[config.mk]
export PLATFORM = sky130hd
export DESIGN_NAME = ysyx_22050518_shifter_pipe
export DESIGN_NICKNAME = d
export VERILOG_FILES = /design/src/rtl/ysyx_22050518_shifter_pipe.sv
export SDC_FILE = /design/constraint.sdc
export NUM_CORES = 1
export LEC_CHECK = 0
export ABC_AREA = 1
export BUFFER_PORTS_ARGS = -buffer_cell sky130_fd_sc_hd__buf_2
export CORE_MARGIN = 1.5
export CORE_UTILIZATION = 60
export DETAILED_ROUTE_END_ITERATION = 7
export PLACE_DENSITY = 0.82
export SKIP_CTS_REPAIR_TIMING = 1
export SYNTH_ARGS = -nofsm -noshare
export SYNTH_HDL_FRONTEND = slang
export SYNTH_SLANG_ARGS = --single-unit
[constraint.sdc]
create_clock -name clk -period 2.8 [get_ports clk]
set_clock_uncertainty 0.2 [all_clocks]
set_input_delay 0.84 -clock clk [delete_from_list [all_inputs] [get_ports clk]]
set_output_delay 0.84 -clock clk [all_outputs]
set_load 0.1 [all_outputs]
[src/rtl/ysyx_22050518_shifter_pipe.sv]
// ysyx_22050518_shifter_pipe
// Pipelined shift unit for the NPC execute stage. It performs SLL/SRL/SRA and
// their RV64 word forms (32-bit result sign-extended from bit 31). The
// log2(XLEN) mux levels are spread over STAGES register stages, and both sides
// use a valid/ready handshake. A flush input kills everything in flight.
// Optional feature: define YSYX_22050518_SHIFTER_ROT_EN to enable ROL/ROR and
// ROLW/RORW. Without it the rotate codes are reported as illegal.
module ysyx_22050518_shifter_pipe #(
  parameter int XLEN   = 64,
  parameter int STAGES = 2,
  parameter int TAG_W  = 5
) (
  input  logic             clk,
  input  logic             rst_n,
  input  logic             in_valid,
  output logic             in_ready,
  input  logic [3:0]       in_op,
  input  logic [XLEN-1:0]  in_src,
  input  logic [5:0]       in_shamt,
  input  logic [TAG_W-1:0] in_tag,
  input  logic             flush,
  output logic             out_valid,
  input  logic             out_ready,
  output logic [XLEN-1:0]  out_result,
  output logic [TAG_W-1:0] out_tag,
  output logic             out_illegal
);

  localparam int LVLS = $clog2(XLEN);
  localparam int PER  = (LVLS + STAGES - 1) / STAGES;
  localparam int LAST = STAGES - 1;

  logic             valid_q [STAGES];
  logic             valid_d [STAGES];
  logic [3:0]       op_q    [STAGES];
  logic [3:0]       op_d    [STAGES];
  logic [XLEN-1:0]  val_q   [STAGES];
  logic [XLEN-1:0]  val_d   [STAGES];
  logic [5:0]       sh_q    [STAGES];
  logic [5:0]       sh_d    [STAGES];
  logic [TAG_W-1:0] tag_q   [STAGES];
  logic [TAG_W-1:0] tag_d   [STAGES];
  logic             ill_q   [STAGES];
  logic             ill_d   [STAGES];

  logic             adv       [STAGES];
  logic             src_valid [STAGES];
  logic [3:0]       src_op    [STAGES];
  logic [XLEN-1:0]  src_val   [STAGES];
  logic [5:0]       src_sh    [STAGES];
  logic [TAG_W-1:0] src_tag   [STAGES];
  logic             src_ill   [STAGES];
  logic [XLEN-1:0]  stage_res [STAGES];

  logic             in_ill;
  logic [63:0]      word64;
  logic [XLEN-1:0]  prep_val;
  logic [5:0]       prep_sh;

  // Apply the mux levels owned by one stage. Word rotates work because the
  // operand is duplicated into both halves, so a 64-bit rotate by less than 32
  // keeps rotating the low word correctly.
  function automatic logic [XLEN-1:0] shift_levels(input logic [XLEN-1:0] v,
                                                   input logic [2:0] code,
                                                   input logic [5:0] sh,
                                                   input int stage);
    logic [XLEN-1:0] r;
    r = v;
    for (int j = 0; j < LVLS; j++) begin
      if ((j / PER) == stage && sh[j]) begin
        case (code)
          3'd0: r = r << (1 << j);
          3'd1: r = r >> (1 << j);
          3'd2: r = $signed(r) >>> (1 << j);
`ifdef YSYX_22050518_SHIFTER_ROT_EN
          3'd3: r = (r << (1 << j)) | (r >> (XLEN - (1 << j)));
          3'd4: r = (r >> (1 << j)) | (r << (XLEN - (1 << j)));
`endif
          default: r = r;
        endcase
      end
    end
    return r;
  endfunction

  // The last stage zeroes illegal results and sign-extends word forms.
  function automatic logic [XLEN-1:0] finalize(input logic [XLEN-1:0] v,
                                               input logic word,
                                               input logic ill);
    logic [63:0] ext;
    ext = {{32{v[31]}}, v[31:0]};
    if (ill) return '0;
    if (word) return ext[XLEN-1:0];
    return v;
  endfunction

  // Decode legality and prepare the operand and amount before the first level.
  always_comb begin
    in_ill = (in_op[2:0] > 3'd4) || (in_op[3] && XLEN != 64);
`ifndef YSYX_22050518_SHIFTER_ROT_EN
    if (in_op[2:0] == 3'd3 || in_op[2:0] == 3'd4) in_ill = 1'b1;
`endif
    case (in_op[2:0])
      3'd2:    word64 = {{32{in_src[31]}}, in_src[31:0]};
`ifdef YSYX_22050518_SHIFTER_ROT_EN
      3'd3,
      3'd4:    word64 = {in_src[31:0], in_src[31:0]};
`endif
      default: word64 = {32'b0, in_src[31:0]};
    endcase
    prep_val = in_op[3] ? word64[XLEN-1:0] : in_src;
    prep_sh  = in_op[3] ? {1'b0, in_shamt[4:0]} : in_shamt;
  end

  // Advance chain from the output back to the input.
  always_comb begin
    for (int k = 0; k < STAGES; k++) adv[k] = 1'b0;
    adv[LAST] = out_ready || !valid_q[LAST];
    for (int k = LAST - 1; k >= 0; k--) adv[k] = !valid_q[k+1] || adv[k+1];
  end

  assign in_ready = adv[0] && !flush;

  // Gather what each stage would capture and the shifted value it produces.
  always_comb begin
    src_valid[0] = in_valid && in_ready;
    src_op[0]    = in_op;
    src_val[0]   = prep_val;
    src_sh[0]    = prep_sh;
    src_tag[0]   = in_tag;
    src_ill[0]   = in_ill;
    for (int k = 1; k < STAGES; k++) begin
      src_valid[k] = valid_q[k-1];
      src_op[k]    = op_q[k-1];
      src_val[k]   = val_q[k-1];
      src_sh[k]    = sh_q[k-1];
      src_tag[k]   = tag_q[k-1];
      src_ill[k]   = ill_q[k-1];
    end
    for (int k = 0; k < STAGES; k++) begin
      stage_res[k] = shift_levels(src_val[k], src_op[k][2:0], src_sh[k], k);
      if (k == LAST) stage_res[k] = finalize(stage_res[k], src_op[k][3], src_ill[k]);
    end
  end

  // Next-state: flush clears valids, advancing stages load their upstream data.
  always_comb begin
    for (int k = 0; k < STAGES; k++) begin
      valid_d[k] = valid_q[k];
      op_d[k]    = op_q[k];
      val_d[k]   = val_q[k];
      sh_d[k]    = sh_q[k];
      tag_d[k]   = tag_q[k];
      ill_d[k]   = ill_q[k];
      if (flush) valid_d[k] = 1'b0;
      else if (adv[k]) valid_d[k] = src_valid[k];
      if (adv[k] && src_valid[k]) begin
        op_d[k]  = src_op[k];
        val_d[k] = stage_res[k];
        sh_d[k]  = src_sh[k];
        tag_d[k] = src_tag[k];
        ill_d[k] = src_ill[k];
      end
    end
  end

  // Pipeline registers, cleared asynchronously by reset.
  always_ff @(posedge clk or negedge rst_n) begin
    if (!rst_n) begin
      for (int k = 0; k < STAGES; k++) begin
        valid_q[k] <= 1'b0;
        op_q[k]    <= '0;
        val_q[k]   <= '0;
        sh_q[k]    <= '0;
        tag_q[k]   <= '0;
        ill_q[k]   <= 1'b0;
      end
    end else begin
      for (int k = 0; k < STAGES; k++) begin
        valid_q[k] <= valid_d[k];
        op_q[k]    <= op_d[k];
        val_q[k]   <= val_d[k];
        sh_q[k]    <= sh_d[k];
        tag_q[k]   <= tag_d[k];
        ill_q[k]   <= ill_d[k];
      end
    end
  end

  assign out_valid   = valid_q[LAST];
  assign out_result  = val_q[LAST];
  assign out_tag     = tag_q[LAST];
  assign out_illegal = ill_q[LAST];

endmodule

# == Yosys cells after proc, flatten, opt, wreduce, memory -nomap -nowiden ==
# Index checks and enable logic that the tools add are counted.
# totals
latchBits,0
wordCells,57
memories,0
mem_bits_rw,0
romBits,0
ff_bits,152
# op_classes
muxes,27
n_mul,0
n_div,0
n_bitwise,0
shifts,0
reduce_logical,13
add_sub_neg,0
n_lt_le_gt_ge,1
eq_ne,6
# ops
cell,count
$pmux W64 S3,6
$mux W64,12
$eq A3 B2 Y1 const B,3
$mux W1,8
$eq A3 B1 Y1 const B,2
$logic_not A3 Y1,2
$mux W6,1
$logic_and A1 B1 Y1,4
$reduce_bool A2 Y1,2
$eq A3 B3 Y1 const B,1
$gt A3 B3 Y1 const B,1
$logic_or A1 B1 Y1,3
$logic_not A1 Y1,2

# == Longest topological paths before layout ==
# logic_depth
word_depth,10
depth_mapped,15

# == Worst setup path before layout ==
# OpenSTA, ideal clock, no wires.
# synth_path
path_type,register -> register
startpoint,"register valid_q, in the netlist out_valid"
endpoint,"register val_q, in the netlist src_val[29]"
t_required_ps,2481
stages_incl_launch_ff,10
path_slack_ps,-1026
setup_time_ps,119
n_path_buf,2
arrival_time_ps,3508
synth_period_minus_slack_ps,3826
path_cell_list,dfrtp_1 -> inv_1 -> nor2_1 -> nor2_1 -> nand2_1 -> inv_1 -> clkbuf_1 -> clkbuf_1 -> nand2_1 -> o21a_1
# synth_between
elab_chain_len,6
# synth_rtl
element,line,rtl
start: declaration,33,logic valid_q [STAGES];
start signal: indexed assignment,180,valid_q[k] <= valid_d[k];
$logic_not A1 Y1 *,"118, 119",
$logic_or A1 B1 Y1,118,adv[LAST] = out_ready || !valid_q[LAST];
$logic_or A1 B1 Y1 *,119,for (int k = LAST - 1; k >= 0; k--) adv[k] = !valid_q[k+1] || adv[k+1];
$logic_and A1 B1 Y1 *,122,assign in_ready = adv[0] && !flush;
named net in_ready,16,"output logic in_ready,"
$logic_and A1 B1 Y1 *,126,src_valid[0] = in_valid && in_ready;
$logic_and A1 B1 Y1 *,157,if (adv[k] && src_valid[k]) begin
end signal: indexed assignment,182,val_q[k] <= val_d[k];
end: declaration,37,logic [XLEN-1:0] val_q [STAGES];
# The timed path passes the listed nets; every way through them passes the cells marked *.
# A chain may end at the register's enable or synchronous reset.

# == Worst setup path after layout ==
# layout_path
startpoint,input out_ready
endpoint,output in_ready
# layout_between
elab_chain_len,3
# layout_rtl
element,line,rtl
start: declaration,23,"input logic out_ready,"
$logic_or A1 B1 Y1,118,
$logic_or A1 B1 Y1,119,
$logic_and A1 B1 Y1,122,
end: declaration,16,
# Every way passes these cells.

==> reports/metrics.cfg <==
[clocking]
cts_root_buf = clkbuf_16
ctsHtreeMaxLevel = 4
cts_tree = yes
clkLatencyLatePin_ns = 0.44
cts.clk_slew.worst_paths_ns = 0.07
cts_made_buffers = 17
clock-sinks = 149
cts.path.max_buffers = 2

[critical_path]
r2r-start = op_q[5]
regToRegSetupSlack_ns = 0.19
critPathMaxStageDelay_ns = 0.30
crit_path_max_fanout = 3
reg2reg_depth = 14
startpoint_type = input port
path_cells = buf_2 > nor2_1 > nor2_4 > buf_2
cp_data_required_time_ns = 1.76
crit_type = input port to primary output
rr_endpoint = out_result[41]
cp-end-kind = primary output
crit_slowest_cell = buf_2
arrival_ns = 1.59
cp_common_cell = buf_2

[global_route]
overflow = 0
grt_pass1_vias = 15186
grt_max_degree = 76
grt_pass1_wl_um = 80380
antenna_found_initial = 0
grt_usage_pct = 42.34

[power_and_ir_drop]
powerDensity_mw_per_mm2 = 795.1
p_leak_nw = 8.187
irDropWorstVdd_mv = 0.7254

[routing]
drtIter0Drc = 2369
wl_met3_um = 4950
routed.top_layer = met4
m1WireLength_um = 20690
wirelength_um = 50610
first_pass_iters = 7
ant_nets = 0
route.detailed.drc = 0
wire_per_inst_um = 18.38
vias = 17091
wl_met2_um = 22900
viasPerCell = 6.208

[layout]
multi_input_area_mm2 = 0.008786
final_cell_mix = nand2_1, nand3_1, buf_2
final_common_cell = nand2_1
nets = 2539
drive_above_1_share_pct = 13.78
fin_util_pct = 69.26
synthToLayoutAreaGrowth_pct = 14.00
fillers = 2017
diodes = 0
regArea_mm2 = 0.003730

[timing]
finalHoldViolations = 0
finalCriticalPeriod_ns = 2.626
rsz0062_at_grt = no
max_freq_mhz = 380.8
setup_ws_ns = 0.1742
finalCritPeriodShare_pct = 93.78
setup_viol = 0
finalMaxSlewViolations = 0
hold_ws_ns = 0.1883
worst_pin_slew_ns = 0.5014
setup_tns_ns = 0
max_slew_margin_pct = 66.80

[synthesis]
synth_fp_nets = 2454
yosysSeqAreaShare_pct = 27.27
ys_types = 34
netlist_area_mm2 = 0.01367
synth-warning-count = 0
syn-mean-instance-area_um2 = 5.769
synthCells = 2370
synth_seq_cells = 149

[floorplanning]
die_w_um = 154.0
ios = 156
die_area_mm2 = 0.02370
die_height_um = 154.0
core_area_mm2 = 0.02250
fp-row-count = 55
start_util_pct = 60.76

[placed_design]
dpl_worst_slack_ns = -0.06837
gp_congestion = 0.9997
io_buffers = 155
dp_hpwl_um = 38010

[worst_hold_path]
min_path_type = input port to async pin

[job]
cap_violations = 0

[status]
status = finished, final reports clean

synth_stat cells, drive strengths merged:
cell type | instances | area (um^2)
o21ai | 46 | 230.2
a21boi | 1 | 7.510
buf | 92 | 473.0
inv | 117 | 439.2
o221ai | 1 | 8.760
o22ai | 2 | 12.51
a22o | 22 | 192.7
o31ai | 1 | 7.510
nand3 | 662 | 3313
nand4 | 38 | 237.7
dfrtp | 149 | 3729
a22oi | 1 | 7.510
clkbuf | 77 | 289.0
a21oi | 11 | 58.81
clkinv | 1 | 3.750
a31oi | 2 | 27.53
a2bb2oi | 3 | 26.28
nand2 | 1017 | 3830
o211ai | 28 | 210.2
or2 | 50 | 312.8
o21a | 11 | 82.58
nor3 | 1 | 16.27
nor2 | 37 | 156.4
worst max-delay path by stage:
stage                          from             end  slack [ns]  cells past startpoint
after floorplan           out_ready     src_val[29]        0.01                      8
after global placement     in_op[0]     src_val[31]        0.01                     13
after detailed placement   in_op[0]     src_val[31]       -0.07                     13
after CTS                 out_ready        in_ready        0.17                      4
after global routing        op_q[5]  out_result[51]       0.007                     14
final                     out_ready        in_ready        0.17                      4
state kept, by name (all words and copies together), names as in the netlist, 3 cells and up:
signal / count
out_tag: 5
out_result: 64
op_q: 4
sh_q: 3
src_val: 64
src_tag: 5
logic make-up after synthesis:
kind of cell / count (synthesis) / synth area share, %
AO/OA/AOI/OAI: 129 / 6.379
AND/OR/NAND/NOR: 1805 / 57.54
buffers and inverters: 287 / 8.813
flip-flops: 149 / 27.27
per-stage QoR:
stage	power (mW)	cell area [um^2]	cells
final	12.39	15590	2753
after floorplan	8.258	13680	2370
after CTS	12.24	15550	2752
after global routing	12.96	15590	2753
after detailed placement	9.932	14970	2720
after global placement	9.831	14970	2720
cell type report:
class | instances | area share [%]
multi-input combinational | 1934 | 56.37
timing repair buffer | 235 | 10.83
sequential | 149 | 23.93
clock inverter | 15 | 1.003
tap | 285 | 2.288
clock buffer | 17 | 2.729
inverter | 118 | 2.850
routing by layer:
metal  vias to the layer above  global-route usage [%]
li1                       7980                       -
met1                      7842                   58.50
met2                      1130                   66.90
met3                       139                   5.637
met4                         0                   17.57
met5                         -                       0
worst max-delay path: cells and delay by family:
family / cells / cell delay, ns
buffers and inverters: 2 / 0.40
AND/OR/NAND/NOR: 2 / 0.35
power by group:
part / internal, mW / switching (mW) / leakage (nW)
sequential: 2.68 / 0.443 / 1.86
clock: 1.26 / 1.04 / 0.283
combinational: 1.58 / 5.38 / 6.05
total: 5.53 / 6.86 / 8.19
Power figures use the tool's default switching activity.
